`src/rtl/tdm_demux8_pkg.sv`:
```
// Shared types and constants for the 8-slot TDM receive path.
package tdm_pkg;

  localparam int SLOTS = 8;

  typedef enum logic {HUNT, RECV} tdm_state_t;

  typedef logic [2:0] slot_t;

endpackage

```
`src/rtl/tdm_demux8_if.sv`:
```
// Bus bundle between the TDM line side and the frame consumer.
//
// Strobe/pulse semantics: en is the only qualifier on the line side. sync and
// din mean nothing unless en=1, and there is no back-pressure. On the frame
// side, frame_valid is a one-cycle pulse marking the cycle in which Y holds a
// newly completed frame. The consumer must take it in that cycle, because
// there is no ready. err is a one-cycle pulse and is never high together with
// frame_valid.
interface tdm_demux8_if;
  import tdm_pkg::*;

  logic       en;
  logic       sync;
  logic       din;
  logic [7:0] Y;
  logic       frame_valid;
  slot_t      slot;
  logic       err;
  logic       locked;
  tdm_state_t state;

  modport master (
    output en, sync, din,
    input  Y, frame_valid, slot, err, locked, state
  );

  modport slave (
    input  en, sync, din,
    output Y, frame_valid, slot, err, locked, state
  );

endinterface

```
`src/rtl/tdm_demux8_slot_counter.sv`:
```
// 3-bit slot index counter. Priority order is clr, then load1, then en.
module slot_counter
  import tdm_pkg::*;
(
  input  logic  clock,
  input  logic  reset_L,
  input  logic  en,
  input  logic  load1,
  input  logic  clr,
  output slot_t q
);

  // Counter register; increment wraps 7 -> 0 naturally in 3 bits.
  always_ff @(posedge clock or negedge reset_L) begin
    if (!reset_L) begin
      q <= '0;
    end else if (clr) begin
      q <= '0;
    end else if (load1) begin
      q <= 3'd1;
    end else if (en) begin
      q <= q + 3'd1;
    end
  end

endmodule

```
`src/rtl/tdm_demux8.sv`:
```
// Receive end of an 8-slot, 1-bit TDM link. It aligns to the slot-0 sync
// marker, deserializes one bit per enabled slot and publishes each complete
// frame on Y with a one-cycle frame_valid pulse.
module tdm_demux8
  import tdm_pkg::*;
(
  input  logic          clock,
  input  logic          reset_L,
  tdm_demux8_if.slave   bus
);

  tdm_state_t state_q, state_d;
  logic [6:0] shadow_q, shadow_d;
  logic [7:0] y_q, y_d;
  logic       fv_q, fv_d;
  logic       err_q, err_d;
  logic       cnt_inc, cnt_load1, cnt_clr;
  slot_t      slot_q;

  slot_counter u_slot (
    .clock   (clock),
    .reset_L (reset_L),
    .en      (cnt_inc),
    .load1   (cnt_load1),
    .clr     (cnt_clr),
    .q       (slot_q)
  );

  // State, shadow, output frame and pulse registers.
  always_ff @(posedge clock or negedge reset_L) begin
    if (!reset_L) begin
      state_q  <= HUNT;
      shadow_q <= '0;
      y_q      <= '0;
      fv_q     <= 1'b0;
      err_q    <= 1'b0;
    end else begin
      state_q  <= state_d;
      shadow_q <= shadow_d;
      y_q      <= y_d;
      fv_q     <= fv_d;
      err_q    <= err_d;
    end
  end

  // Next-state, shadow capture, frame completion and error detection.
  always_comb begin
    state_d   = state_q;
    shadow_d  = shadow_q;
    y_d       = y_q;
    fv_d      = 1'b0;
    err_d     = 1'b0;
    cnt_inc   = 1'b0;
    cnt_load1 = 1'b0;
    cnt_clr   = 1'b0;

    if (bus.en) begin
      unique case (state_q)
        HUNT: begin
          // Bits before the first marker are discarded without complaint.
          if (bus.sync) begin
            shadow_d[0] = bus.din;
            cnt_load1   = 1'b1;
            state_d     = RECV;
          end
        end
        RECV: begin
          if (bus.sync) begin
            // A marker anywhere other than slot 0 restarts the frame in place.
            shadow_d[0] = bus.din;
            cnt_load1   = 1'b1;
            err_d       = (slot_q != 3'd0);
          end else if (slot_q == 3'd0) begin
            // Missing marker: alignment lost, so go back to hunting.
            err_d   = 1'b1;
            cnt_clr = 1'b1;
            state_d = HUNT;
          end else if (slot_q == 3'd7) begin
            y_d     = {bus.din, shadow_q};
            fv_d    = 1'b1;
            cnt_inc = 1'b1;
          end else begin
            shadow_d[slot_q] = bus.din;
            cnt_inc          = 1'b1;
          end
        end
        default: begin
          state_d = HUNT;
        end
      endcase
    end
  end

  assign bus.Y           = y_q;
  assign bus.frame_valid = fv_q;
  assign bus.err         = err_q;
  assign bus.slot        = slot_q;
  assign bus.locked      = (state_q == RECV);
  assign bus.state       = state_q;

endmodule

```
`src/flat_wrapper.sv`:
```
// flat-port wrapper written by rule: the top's interface ports become plain ports
module tdm_demux8_flat import tdm_pkg::*;
  (clock, reset_L, bus_en, bus_sync, bus_din, bus_Y, bus_frame_valid, bus_slot, bus_err, bus_locked, bus_state);
  tdm_demux8_if bus_i ();
  input  logic clock;
  input  logic reset_L;
  input wire logic [$bits(bus_i.en)-1:0] bus_en;
  input wire logic [$bits(bus_i.sync)-1:0] bus_sync;
  input wire logic [$bits(bus_i.din)-1:0] bus_din;
  output wire logic [$bits(bus_i.Y)-1:0] bus_Y;
  output wire logic [$bits(bus_i.frame_valid)-1:0] bus_frame_valid;
  output wire logic [$bits(bus_i.slot)-1:0] bus_slot;
  output wire logic [$bits(bus_i.err)-1:0] bus_err;
  output wire logic [$bits(bus_i.locked)-1:0] bus_locked;
  output wire logic [$bits(bus_i.state)-1:0] bus_state;
  assign bus_i.en = bus_en;
  assign bus_i.sync = bus_sync;
  assign bus_i.din = bus_din;
  assign bus_Y = bus_i.Y;
  assign bus_frame_valid = bus_i.frame_valid;
  assign bus_slot = bus_i.slot;
  assign bus_err = bus_i.err;
  assign bus_locked = bus_i.locked;
  assign bus_state = bus_i.state;
  tdm_demux8 u_core (.clock(clock), .reset_L(reset_L), .bus(bus_i));
endmodule
```
`config.mk`:
```
export PLATFORM = sky130hd
export DESIGN_NAME = tdm_demux8_flat
export DESIGN_NICKNAME = d
export VERILOG_FILES = /design/src/rtl/tdm_demux8_pkg.sv /design/src/rtl/tdm_demux8_if.sv /design/src/rtl/tdm_demux8_slot_counter.sv /design/src/rtl/tdm_demux8.sv /design/src/flat_wrapper.sv
export SDC_FILE = /design/constraint.sdc
export NUM_CORES = 1
export LEC_CHECK = 0
export CAP_MARGIN = 20
export CORE_AREA = 2 2 53 55
export CTS_CLUSTER_DIAMETER = 120
export DETAILED_ROUTE_END_ITERATION = 6
export DIE_AREA = 0 0 55 57
export GPL_TIMING_DRIVEN = 1
export PLACE_DENSITY = 0.66
export REMOVE_ABC_BUFFERS = 1
export SETUP_SLACK_MARGIN = 0.1
export SYNTH_ARGS = -nofsm -noshare
export SYNTH_HDL_FRONTEND = slang
export SYNTH_HIERARCHICAL = 1
export SYNTH_SLANG_ARGS = --single-unit
```
`constraint.sdc`:
```
create_clock -name clock -period 1.7 [get_ports clock]
set_clock_uncertainty 0.2 [all_clocks]
set_input_delay 0.255 -clock clock [delete_from_list [all_inputs] [get_ports clock]]
set_output_delay 0.255 -clock clock [all_outputs]
set_load 0.01 [all_outputs]
```
==> results.cfg, run 1 <==
[timing]
period_share_pct = 99.8
setup-tns-final_ns = 0
hold_viol = 0
rsz0062_at_grt = true
period_minus_slack_ns = 1.70
drv_slew = 0
fin_ws_ns = 0.00290
finalSetupViolCount = 0
max_freq_ghz = 0.589
max-slew-margin-rel_pct = 79.6
tightest_slew_ns = 0.303

[logic_synthesis]
synth_top_area_share_pct = 56.4
yosys_warnings = 6
synth_common_cells = 21 x dfrtp_1, 13 x mux2_2, 4 x inv_1, 4 x nor2_1
yosys.area.top_type = dfrtp_1
yosysSeqAreaShare_pct = 56.4
syn_avg_cell_area_um2 = 12.9
syn_area_um2 = 932
synth-edff-count = 0
async_flop_share_pct = 100
yosysMostFrequentCell = dfrtp_1
synth.distinct_cells = 23
synth_seq_cells = 21
netlist_top_cells_area = dfrtp_1 56%, mux2_2 16%, ha_1 4.0%, nor4_1 2.0%, nor3_4 1.7%
postSynthCellCount = 72
synthFlopType = dfrtp_1

[clocking]
cts_buffer_depth = 2
ctsHtreeMaxLevel = 1
clk_latency_ns = 0.30
cts_sinks = 21
cts_tree = done
cts-root-buf = clkbuf_4
cts.reportedPaths.clkPinSlew_ns = 0.12
numCtsBuffers = 3

[critical_path]
crit-reg2reg-launch = u_core/u_slot/q[1]$_DFFE_PN0P_
crit_arrival_ns = 1.70
rr_worst_depth = 7
reg2reg_to = u_core/bus.Y[5]$_DFFE_PN0P_
crit_path_end_kind = flip-flop
regToRegSetupSlack_ns = 0.003
critPathLaunchType = flip-flop
cp-endpoint = u_core/bus.Y[5]$_DFFE_PN0P_
timing.critical_path.from = u_core/u_slot/q[1]$_DFFE_PN0P_
cp.required_ns = 1.70
critPathMaxFanout = 4
worstSetupPathType = flip-flop to flip-flop

[final_layout]
stdcell_area_um2 = 1330
fin_nets = 117
fillers = 264
drive_above_1_share_pct = 43.5
final_cells = 139
fin_util_pct = 51.0
syn2layout_area_growth_pct = 43.0
num_antenna_cells = 0

[routing]
ant_nets = 0
wirelength_um = 1830
drt_iter0_drc = 3
num_vias = 680
drc = 0
firstDrtPassIters = 2
via_per_inst = 4.89
wl_per_cell_um = 13.2

[run]
drv_cap = 0

[global_routing]
grt_pass1_vias = 698
antenna_found_initial = 0
grt_max_degree = 22
grt_first_pass_wirelength_um = 3060
grt_usage_pct = 13.7
overflow = 0

[power]
vdd_drop_max_v = 0.000680
p_per_area_nw_per_um2 = 1140
p_leak_nw = 0.667

[place]
gp_congestion = 0.676
hpwl_um = 1350
place_inst = 133
dp_slack_ns = -0.305
placed_area_um2 = 1240
io_buffers = 19

[die]
core_um2 = 2620
io_pins = 20
start_util_pct = 35.6
die_w_um = 55
die_area_um2 = 3140
row_count = 19
die_y_um = 57

[outcome]
status = finished clean

[worst_hold_path]
min-delay-path-class = input port to asynchronous set/reset pin
[repair_timing]
| action | CTS | global route |
|---|---|---|
| endpoints found under the hold margin | 0 | 0 |
| hold buffers | 0 | 0 |
| buffers inserted | 2 | 0 |
| gates cloned | 0 | 0 |
| pin swaps | 4 | 4 |
| resized for setup | 26 | 10 |
| setup endpoints to repair | 30 | 19 |
[routing by layer]
metal | up-vias | track usage, % | part of all wire (%)
li1 | 331 | - | -
met2 | 12 | 20.4 | 49
met5 | - | 0 | 0
met1 | 333 | 17.3 | 44
met4 | 0 | 9.41 | 2.8
met3 | 4 | 3.14 | 4.1
[per-stage QoR]
step	power [mW]	hold WS, ns
after floorplan	0.943	-0.241
after global placement	1.22	0.287
after detailed placement	1.24	0.293
after CTS	1.50	0.0753
after global routing	1.65	0.0786
final	1.52	0.0738
[sequential cells by signal (all words and copies together) (netlist names)]
name	flops
u_core/u_slot/q	3
u_core/shadow_q	7
u_core/bus.Y	8
u_core/bus.locked	1
u_core/bus.err	1
u_core/bus.frame_valid	1
[worst max-delay path, cell delays in order (launching register included)]
cell     delay, ns
dfrtp_1       0.42
nor3_4        0.24
inv_2         0.07
ha_4          0.16
nand2_2       0.07
nor3_4        0.05
buf_6         0.12
mux2_2        0.27
[cell type report]
| class | instances | area (µm²) | share of cell area, % |
|---|---|---|---|
| Inverter | 4 | 15.0 | 1.13 |
| Clock inverter | 1 | 5.00 | 0.376 |
| Sequential cell | 21 | 527 | 39.5 |
| Multi-Input combinational cell | 46 | 445 | 33.4 |
| Clock buffer | 3 | 22.5 | 1.69 |
| Timing Repair Buffer | 33 | 279 | 20.9 |
| Tap cell | 31 | 38.8 | 2.91 |
[worst min-delay path by stage]
| stage | endpoint | start | slack [ns] |
|---|---|---|---|
| after floorplan | u_core/bus.Y[0]$_DFFE_PN0P_ | reset_L | -0.24 |
| after global placement | u_core/shadow_q[1]$_DFFE_PN0P_ | u_core/shadow_q[1]$_DFFE_PN0P_ | 0.29 |
| after detailed placement | u_core/bus.Y[0]$_DFFE_PN0P_ | u_core/shadow_q[0]$_DFFE_PN0P_ | 0.29 |
| after CTS | u_core/shadow_q[3]$_DFFE_PN0P_ | reset_L | 0.08 |
| after global routing | u_core/bus.Y[2]$_DFFE_PN0P_ | reset_L | 0.08 |
| final | u_core/shadow_q[3]$_DFFE_PN0P_ | reset_L | 0.07 |
[cells by family after synthesis]
group / count (synthesis) / share of synthesized area, %
flip-flops: 21 / 56.4
adder cells (fa/ha/maj): 3 / 4.03
AND/OR/NAND/NOR: 21 / 13.8
XOR/XNOR: 1 / 0.940
multiplexers: 14 / 16.8
AO/OA/AOI/OAI: 7 / 5.64
buffers and inverters: 5 / 2.42
[cell usage in the layout, fill, tap and decap left out, types with 2 or more instances in the layout]
| cell type | n |
|---|---|
| inv_1 | 3 |
| ha_4 | 2 |
| nor2_1 | 3 |
| nand2_2 | 2 |
| and3_4 | 2 |
| mux2_2 | 13 |
| nand2b_1 | 2 |
| nor3_4 | 2 |
| nor4_1 | 3 |
| o21ai_0 | 2 |
| clkdlybuf4s50_1 | 3 |
| buf_4 | 12 |
| dlygate4sd2_1 | 13 |
| buf_6 | 2 |
| clkbuf_2 | 2 |
| o31ai_1 | 2 |
| dfrtp_1 | 20 |
| clkbuf_4 | 3 |
[power breakdown]
group          total [mW]  internal (mW)  switching, mW  leakage, nW
registers           0.666          0.606         0.0603        0.277
clock network       0.238         0.0877          0.150       0.0177
logic               0.615          0.319          0.296        0.373
total                1.52           1.01          0.506        0.667
(Power assumes the default switching activity.)
==> run 2, diff against run 1 <==
--- a/config.mk
+++ b/config.mk
@@ -14,6 +14,7 @@
 export PLACE_DENSITY = 0.66
 export REMOVE_ABC_BUFFERS = 1
 export SETUP_SLACK_MARGIN = 0.1
+export SLEW_MARGIN = 10
 export SYNTH_ARGS = -nofsm -noshare
 export SYNTH_HDL_FRONTEND = slang
 export SYNTH_HIERARCHICAL = 1
==> results of run 2 <==
Final layout, timing and power as in run 1 (identical DEF).
==> run 3, diff against run 2 <==
--- a/config.mk
+++ b/config.mk
@@ -6,12 +6,12 @@
 export NUM_CORES = 1
 export LEC_CHECK = 0
 export CAP_MARGIN = 20
-export CORE_AREA = 2 2 53 55
+export CORE_AREA = 4 4 55 57
 export CTS_CLUSTER_DIAMETER = 120
 export DETAILED_ROUTE_END_ITERATION = 6
-export DIE_AREA = 0 0 55 57
+export DIE_AREA = 0 0 59 61
 export GPL_TIMING_DRIVEN = 1
-export PLACE_DENSITY = 0.66
+export PLACE_DENSITY = 0.67
 export REMOVE_ABC_BUFFERS = 1
 export SETUP_SLACK_MARGIN = 0.1
 export SLEW_MARGIN = 10
==> run 3 against run 2 <==
Global-route usage shrank 1.4 points. Critical path type unchanged. Via count grew 2.5%. The flow now finishes with violations (negative setup slack). Critical path depth shrank 1. Flip-flop and latch count is the same. Sequential share of layout area shrank 2.7 points. Critical endpoint is now u_core/u_slot/q[2]$_DFFE_PN0P_. Largest cell class unchanged. Worst setup slack lost 0.033 ns. First-iteration DRC count grew to 4.3 times the previous value.
==> results.cfg, run 3 (synthesis results as in run 1) <==
[outcome]
status = finished with violations
violations = negative setup slack

[routing]
num_vias = 697
via_per_inst = 4.94
drt_iter0_drc = 13
wirelength_um = 1950
drc = 0
wl_per_cell_um = 13.9
firstDrtPassIters = 4
ant_nets = 0

[run]
drv_cap = 0

[final_layout]
layout_common_cells = 20 x dfrtp_1, 13 x buf_4, 12 x dlygate4sd2_1, 11 x mux2_2
syn2layout_area_growth_pct = 53.4
final_common_cell = dfrtp_1
fin_util_pct = 57.7
num_antenna_cells = 0
fin_nets = 120
largest_register_ffs = 8
drive_above_1_share_pct = 48.6
final_cells = 141

[critical_path]
critPathLaunchType = flip-flop
crit_path_end_kind = flip-flop
crit-reg2reg-launch = u_core/u_slot/q[1]$_DFFE_PN0P_
slowest_stage = dfrtp_1
crit_chain = nor3_4 -> inv_2 -> ha_4 -> and3_4 -> a21bo_1 -> a211oi_2
cpPeakStageDelay_ns = 0.43
worstSetupPathType = flip-flop to flip-flop
cp.required_ns = 1.72
critPathMaxFanout = 4
timing.critical_path.from = u_core/u_slot/q[1]$_DFFE_PN0P_
rr_worst_depth = 6
cp-endpoint = u_core/u_slot/q[2]$_DFFE_PN0P_
crit_cells = 6
reg2reg_to = u_core/u_slot/q[2]$_DFFE_PN0P_
worst-path-buf-inv = 1
regToRegSetupSlack_ns = -0.03
crit_arrival_ns = 1.75
critPathTopFamily = flip-flops

[place]
place_inst = 133
gp_congestion = 0.738
io_buffers = 19
hpwl_um = 1390

[die]
die_y_um = 61
core_um2 = 2480
die_area_um2 = 3600
die_w_um = 59
io_pins = 20
row_count = 18
start_util_pct = 37.6

[global_routing]
antenna_found_initial = 0
grt_first_pass_wirelength_um = 3350
grt_usage_pct = 12.3
grt_pass1_vias = 737
grt_max_degree = 22
overflow = 0

[timing]
setup-tns-final_ns = -0.0818
hold_viol = 0
period_minus_slack_ns = 1.73
holdWs_ns = 0.0924
finalSetupViolCount = 9
fin_ws_ns = -0.0298
tightest_slew_ns = 0.269
max-slew-margin-rel_pct = 82.1
max_freq_ghz = 0.578
drv_slew = 0
period_share_pct = 102
rsz0062_at_grt = true

[power]
combPwrFrac_pct = 45.4
sw_frac_of_total_pct = 34.9
switching_power_uw = 579
p_per_area_nw_per_um2 = 1160
finalPower_mw = 1.66
intPower_mw = 1.08
seqPwrFrac_pct = 40.6
vdd_drop_max_v = 0.000793
p_leak_nw = 0.695
clockPowerShare_pct = 14.0

[clocking]
cts_buffer_depth = 2
cts-root-buf = clkbuf_4
numCtsBuffers = 3
ctsHoldBuffers = 0
cts_sinks = 21
ctsHtreeMaxLevel = 1
clk_latency_ns = 0.29
cts_tree = done
cts.reportedPaths.clkPinSlew_ns = 0.12

[worst_hold_path]
min-delay-path-class = input port to asynchronous set/reset pin
[run 3: per-layer routing]
metal / wire length, µm / part of all wire (%) / vias to the layer above / track usage (%)
li1: - / - / 333 / -
met1: 884 / 45 / 348 / 16.9
met2: 966 / 49 / 14 / 19.2
met3: 79 / 4.0 / 2 / 2.77
met4: 24 / 1.2 / 0 / 3.88
met5: 0 / 0 / - / 0
[run 3: stage by stage]
stage	setup WS, ns	instance area [µm²]
final	-0.0298	1430
after global routing	-0.0753	1430
after CTS	-0.0167	1380
after detailed placement	-0.281	1250
after global placement	-0.244	1250
after floorplan	-0.120	925
[run 3: area by class of cell]
type / count / area (µm²)
fillers: 229 / 1050
flip-flops and latches: 21 / 527
multi-input cells: 46 / 515
repair buffers: 36 / 308
well taps: 30 / 37.5
clock buffers: 3 / 22.5
inverters: 4 / 15.0
clock inverters: 1 / 5.00
[run 3: worst min path at each step]
stage / startpoint / to / slack [ns] / cells after the start
floorplan: reset_L / u_core/bus.Y[0]$_DFFE_PN0P_ / -0.24 / 0
CTS: reset_L / u_core/shadow_q[3]$_DFFE_PN0P_ / 0.08 / 2
detailed placement: u_core/bus.Y[3]$_DFFE_PN0P_ / u_core/bus.Y[3]$_DFFE_PN0P_ / 0.30 / 1
finish: reset_L / u_core/shadow_q[5]$_DFFE_PN0P_ / 0.09 / 2
global route: reset_L / u_core/shadow_q[3]$_DFFE_PN0P_ / 0.09 / 2
global placement: u_core/shadow_q[5]$_DFFE_PN0P_ / u_core/shadow_q[5]$_DFFE_PN0P_ / 0.29 / 1
[run 3: worst register-to-register path: stages, from the launching register on]
cell      delay [ns]
dfrtp_1         0.43
nor3_4          0.23
inv_2           0.08
ha_4            0.18
and3_4          0.17
a21bo_1         0.20
a211oi_2        0.17
[run 3: what timing repair did]
item | in CTS | in global routing
resized for setup | 34 | 17
cloned | 0 | 0
pin swaps | 3 | 5
endpoints found under the setup margin | 28 | 19
endpoints found under the hold margin | 0 | 0
setup buffers | 5 | 0
[run 3: power by group through the flow]
stage               clock, mW  combinational [mW]  sequential [mW]
finish                  0.232               0.752            0.674
global route            0.272               0.819            0.693
CTS                     0.249               0.700            0.668
detailed placement          0               0.564            0.682
global placement            0               0.551            0.678
floorplan                   0               0.217            0.726
